### config.mk
export PLATFORM = sky130hd
export DESIGN_NAME = cntr_sampler
export DESIGN_NICKNAME = d
export VERILOG_FILES = /design/src/rtl/cntr_sampler_pkg.sv /design/src/rtl/sync_fifo.sv /design/src/rtl/cntr_sampler.sv
export SDC_FILE = /design/constraint.sdc
export NUM_CORES = 1
export LEC_CHECK = 0
export ABC_AREA = 1
export BUFFER_PORTS_ARGS = -buffer_cell sky130_fd_sc_hd__buf_2
export CELL_PAD_IN_SITES_DETAIL_PLACEMENT = 1
export CELL_PAD_IN_SITES_GLOBAL_PLACEMENT = 2
export CORE_MARGIN = 2
export CORE_UTILIZATION = 31
export DETAILED_ROUTE_END_ITERATION = 16
export PLACE_DENSITY = 0.83
export SLEW_MARGIN = 20
export SYNTH_ARGS = -nofsm -noshare
export SYNTH_HDL_FRONTEND = slang
export SYNTH_HIERARCHICAL = 1
export SYNTH_SLANG_ARGS = --single-unit
### constraint.sdc
create_clock -name clock -period 1.96 [get_ports clock]
set_input_delay 0 -clock clock [delete_from_list [all_inputs] [get_ports clock]]
set_output_delay 0 -clock clock [all_outputs]
set_load 0.01 [all_outputs]
### src/rtl/cntr_sampler_pkg.sv
// cntr_sampler_pkg: shared types and helpers for the counter sampler.
//   clog2_depth : width needed to hold an occupancy count of 0..depth
//   sample_t    : sample word at the default counter width
package cntr_sampler_pkg;

    localparam int unsigned SAMPLE_W = 4;

    typedef logic [SAMPLE_W-1:0] sample_t;

    // Occupancy runs 0..depth inclusive, so one more value than the depth.
    function automatic int unsigned clog2_depth(input int unsigned depth);
        return $clog2(depth + 1);
    endfunction

endpackage

### src/rtl/sync_fifo.sv
// sync_fifo: single-clock show-ahead FIFO with synchronous flush.
//   clock, reset_n : clock and asynchronous active-low reset
//   i_flush        : empties the FIFO; wins over push and pop
//   i_push/i_push_data : write request; accepted when not full or when popping
//   i_pop          : read request; ignored while empty
//   o_data         : head entry, valid while !o_empty
//   o_full/o_empty/o_level : occupancy status
module sync_fifo
    import cntr_sampler_pkg::*;
#(
    parameter int unsigned WIDTH = 8,
    parameter int unsigned DEPTH = 4,
    parameter int unsigned LVL_W = clog2_depth(DEPTH)
) (
    input  logic             clock,
    input  logic             reset_n,
    input  logic             i_flush,
    input  logic             i_push,
    input  logic [WIDTH-1:0] i_push_data,
    input  logic             i_pop,
    output logic [WIDTH-1:0] o_data,
    output logic             o_full,
    output logic             o_empty,
    output logic [LVL_W-1:0] o_level
);

    localparam int unsigned PTR_W = $clog2(DEPTH);

    logic [WIDTH-1:0] r_mem [DEPTH];
    logic [PTR_W-1:0] r_wr_ptr;
    logic [PTR_W-1:0] r_rd_ptr;
    logic [LVL_W-1:0] r_level;

    logic w_pop;
    logic w_push;

    assign o_full  = (r_level == LVL_W'(DEPTH));
    assign o_empty = (r_level == '0);
    assign o_level = r_level;
    assign o_data  = r_mem[r_rd_ptr];

    assign w_pop  = i_pop & ~o_empty;
    // A full FIFO still takes a write when the head leaves on the same edge.
    assign w_push = i_push & (~o_full | w_pop);

    always_ff @(posedge clock or negedge reset_n) begin
        if (!reset_n) begin
            for (int i = 0; i < int'(DEPTH); i++) begin
                r_mem[i] <= '0;
            end
            r_wr_ptr <= '0;
            r_rd_ptr <= '0;
            r_level  <= '0;
        end else if (i_flush) begin
            r_wr_ptr <= '0;
            r_rd_ptr <= '0;
            r_level  <= '0;
        end else begin
            if (w_push) begin
                r_mem[r_wr_ptr] <= i_push_data;
                r_wr_ptr        <= r_wr_ptr + PTR_W'(1);
            end
            if (w_pop) begin
                r_rd_ptr <= r_rd_ptr + PTR_W'(1);
            end
            if (w_push && !w_pop) begin
                r_level <= r_level + LVL_W'(1);
            end else if (w_pop && !w_push) begin
                r_level <= r_level - LVL_W'(1);
            end
        end
    end

endmodule

### src/rtl/cntr_sampler.sv
// cntr_sampler: free-running counter sampled every PERIOD enabled cycles into a FIFO,
// presented as a valid/ready stream with a sticky drop flag.
//   clock, reset_n : clock and asynchronous active-low reset
//   clear          : synchronous clear of counter, timer, FIFO and overflow
//   enable         : advances counter and period timer
//   cnt_o          : current counter value
//   smp_data/smp_valid/smp_ready : sample stream (show-ahead)
//   level          : FIFO occupancy
//   overflow       : sticky, set when a sample is dropped
module cntr_sampler
    import cntr_sampler_pkg::*;
#(
    parameter int unsigned CNT_WIDTH  = 4,
    parameter int unsigned PERIOD     = 3,
    parameter int unsigned FIFO_DEPTH = 4
) (
    input  logic                                clock,
    input  logic                                reset_n,
    input  logic                                clear,
    input  logic                                enable,
    output logic [CNT_WIDTH-1:0]                cnt_o,
    output logic [CNT_WIDTH-1:0]                smp_data,
    output logic                                smp_valid,
    input  logic                                smp_ready,
    output logic [clog2_depth(FIFO_DEPTH)-1:0]  level,
    output logic                                overflow
);

    localparam int unsigned LVL_W = clog2_depth(FIFO_DEPTH);
    // Keep at least one timer bit so PERIOD = 1 still elaborates.
    localparam int unsigned TMR_W = (PERIOD > 1) ? $clog2(PERIOD) : 1;

    logic [CNT_WIDTH-1:0] r_cnt;
    logic [TMR_W-1:0]     r_timer;
    logic                 r_overflow;

    logic w_fire;
    logic w_pop;
    logic w_full;
    logic w_empty;

    assign w_fire = enable & ~clear & (r_timer == TMR_W'(PERIOD - 1));
    assign w_pop  = smp_valid & smp_ready & ~clear;

    always_ff @(posedge clock or negedge reset_n) begin
        if (!reset_n) begin
            r_cnt      <= '0;
            r_timer    <= '0;
            r_overflow <= 1'b0;
        end else if (clear) begin
            r_cnt      <= '0;
            r_timer    <= '0;
            r_overflow <= 1'b0;
        end else begin
            if (enable) begin
                r_cnt   <= r_cnt + CNT_WIDTH'(1);
                r_timer <= w_fire ? '0 : r_timer + TMR_W'(1);
            end
            // Drop only when full and the head is not leaving this edge.
            if (w_fire && w_full && !w_pop) begin
                r_overflow <= 1'b1;
            end
        end
    end

    sync_fifo #(
        .WIDTH (CNT_WIDTH),
        .DEPTH (FIFO_DEPTH),
        .LVL_W (LVL_W)
    ) u_fifo (
        .clock       (clock),
        .reset_n     (reset_n),
        .i_flush     (clear),
        .i_push      (w_fire),
        .i_push_data (r_cnt),
        .i_pop       (w_pop),
        .o_data      (smp_data),
        .o_full      (w_full),
        .o_empty     (w_empty),
        .o_level     (level)
    );

    assign smp_valid = ~w_empty;
    assign cnt_o     = r_cnt;
    assign overflow  = r_overflow;

endmodule

==> out/metrics.cfg <==
[placed_design]
placed_area_um2 = 1900
dp_cells = 295
place_hpwl_um = 3020
routabilityCongestion = 0.746
port-buffer-count = 17
detailedPlace.worstSlack_ns = -0.0147

[sta]
period_share = 0.962
layout_setup_ws_ns = 0.0739
finalSetupViolCount = 0
finalClockSkew_ns = 0.00589
whs_ns = 0.0288
slew_viol_final = 0
rsz0062_at_grt = yes
fmax_ghz = 0.530
period_needed_ns = 1.89
worst_pin_slew_ns = 0.706
slew_headroom = 0.530
hold_violations = 0
fin_tns_setup_ns = 0

[logic_synthesis]
syn_area_um2 = 1660
ys_ff_latch = 30
yosys-top-cells-area = dfrtp_1, nand2_1, inv_1
syn_avg_cell_area_um2 = 8.20
netlist_instances = 203
ys_warn_count = 6
ys_seq_area_frac = 0.451
synth_nets = 214
synth_top_area_cell = dfrtp_1
synth_top_area_frac = 0.451
synth_cell_types = 27

[detailed_routing]
viasPerCell = 4.63
drc = 0
wirelength_um = 4150
post_drt_wl_per_cell_um = 13.4
ant_nets = 0
dr_total_vias = 1441
drt_pre_antenna_iters = 4
drt_iter0_drc = 50

[cells_and_area]
final_area_um2 = 2050
utilization = 0.399
layout.nets = 251
diodes = 0
stdcell_count = 311
post_route_cells_drive_above_1_share = 0.270
syn2layout_area_growth_pct = 23.3

[setup_path]
crit_path_max_incr_delay_ns = 0.36
crit_required_ns = 2.13
crit_path_top_delay_cell = dfrtp_1
critPathLaunchType = flip-flop
arrival_ns = 2.06
cp_cell_sequence = nor2_2 -> nand2_2 -> inv_2 -> inv_2 -> nand2_2 -> nor2_4 -> nand2_4 -> nand3_4 -> inv_2 -> fa_2 -> xnor2_2 -> inv_1 -> nand2_1 -> nand2_1 -> nand2_1 -> nand2_1
cpLargestDelayFamily = simple AND/OR/NAND/NOR gates
crit_top_cell = nand2_1
crit_path_end_kind = flip-flop
cp_num_buf_inv = 4
cp_max_fo = 5
path_class = reg2reg

[power]
finalPower_mw = 1.63
powerDensity_nw_per_um2 = 796
p_leak_nw = 1.12
max-vdd-ir-drop_mv = 0.321

[outcome]
status = completed

[clock_network]
clock_latency_ns = 0.28
cts_buffers = 5
htree_num_levels = 2
clk_pin_slew_ns = 0.06
cts-root-buf = clkbuf_8
cts_tree = yes
cts.sinks = 30
cts_buffer_depth = 2

[global_route]
grt_pass1_wl_um = 7230
grt_antenna_before_repair = 0
globalRouteOverflowTotal = 0
track_usage = 0.153
grt_max_degree = 31
grt_pass1_vias = 1526

[die]
die_h_um = 77.3
die-area_um2 = 5970
die_w_um = 77.3
io_pins = 18
placementRows = 26
core-area_um2 = 5140
initial_core_util = 0.324

[flow_run]
maxCapViolCount = 0

[hold_path]
hold_path_class = in2reg

placed cells by master (no fill, tap or decap), types with 2 or more instances in the layout:
| cell type | instances |
|---|---|
| nand3_4 | 2 |
| clkbuf_8 | 6 |
| nand3_1 | 7 |
| dfrtp_1 | 28 |
| nor2_4 | 2 |
| inv_1 | 20 |
| nand2_1 | 56 |
| nand2_4 | 2 |
| o21ai_1 | 13 |
| ha_1 | 5 |
| o22ai_1 | 4 |
| nor2_2 | 2 |
| o21ai_0 | 15 |
| a21oi_1 | 5 |
| nor2_1 | 17 |
| nand2_2 | 4 |
| buf_4 | 15 |
| inv_2 | 6 |
| nor2_8 | 3 |
| buf_2 | 17 |
| dfrtp_2 | 2 |
synthesized netlist by cell type (all sizes together):
library cell,instances
buf,3
nand3b,1
nand2,62
nand4,1
xnor2,1
dfrtp,30
o21ai,28
a21oi,6
o22ai,4
nor2,24
nand3,9
inv,26
nor3,1
ha,5
xor2,1
fa,1
per-layer routing:
| metal | wire, um | track usage |
|---|---|---|
| met3 | 73 | 0.0318 |
| met5 | 0 | 0 |
| met4 | 81 | 0.0589 |
| met2 | 1990 | 0.250 |
| met1 | 2010 | 0.199 |
logic make-up (layout without fill, tap and decap cells):
group	after synthesis	in the layout	share of synthesized area
flip-flops	30	30	0.451
AO/OA/AOI/OAI	38	38	0.120
buffers and inverters	29	67	0.0804
AND/OR/NAND/NOR	98	98	0.289
XOR/XNOR	2	2	0.0105
adder cells (fa/ha/maj)	6	6	0.0496
sequential cells by signal, indices dropped and copies added, names as in the netlist:
name and count:
u_fifo/r_mem 16, u_fifo/o_level 3, u_fifo/r_wr_ptr 2, overflow 1, u_fifo/r_rd_ptr 2, r_timer 2, cnt_o 4
tightest hold or removal path: cells and delay by family:
| family | cells | cell delay [ns] |
|---|---|---|
| AND/OR/NAND/NOR | 1 | 0.06 |
| buffers and inverters | 1 | 0.10 |
| AO/OA/AOI/OAI | 2 | 0.11 |
worst paths after layout:
kind	from	endpoint	slack, ns	depth (start not counted)
worst max-delay path	u_fifo/o_level[1]	u_fifo/o_level[2]	0.07	16
min in group asynchronous	reset_n	u_fifo/r_mem[2]	0.30	2
worst min register to register	u_fifo/r_mem[3]	u_fifo/r_mem[3]	0.49	2
worst min-delay path	smp_ready	overflow	0.03	4
worst max register to register	u_fifo/o_level[1]	u_fifo/o_level[2]	0.07	16
max in group asynchronous	reset_n	u_fifo/o_level[2]	1.16	2
layout make-up:
class / count / area, um^2
Fill cell: 655 / 3090
Tap cell: 70 / 87.6
Inverter: 26 / 97.6
Clock inverter: 1 / 5.00
Multi-Input combinational cell: 144 / 815
Timing Repair Buffer: 33 / 208
Clock buffer: 7 / 86.3
Sequential cell: 30 / 753
report_power, final:
| part | internal (mW) | switching, mW | total, mW |
|---|---|---|---|
| registers | 0.661 | 0.0697 | 0.730 |
| clock network | 0.283 | 0.234 | 0.517 |
| logic | 0.162 | 0.224 | 0.386 |
what timing repair did:
item,4_1_cts,5_1_grt
pin swaps,1,4
setup endpoints to repair,1,14
gates resized for setup,0,1
hold buffers,1,0
endpoints found under the hold margin,30,0
setup buffers,0,7
Note: power is estimated with default switching activity, not from simulation.
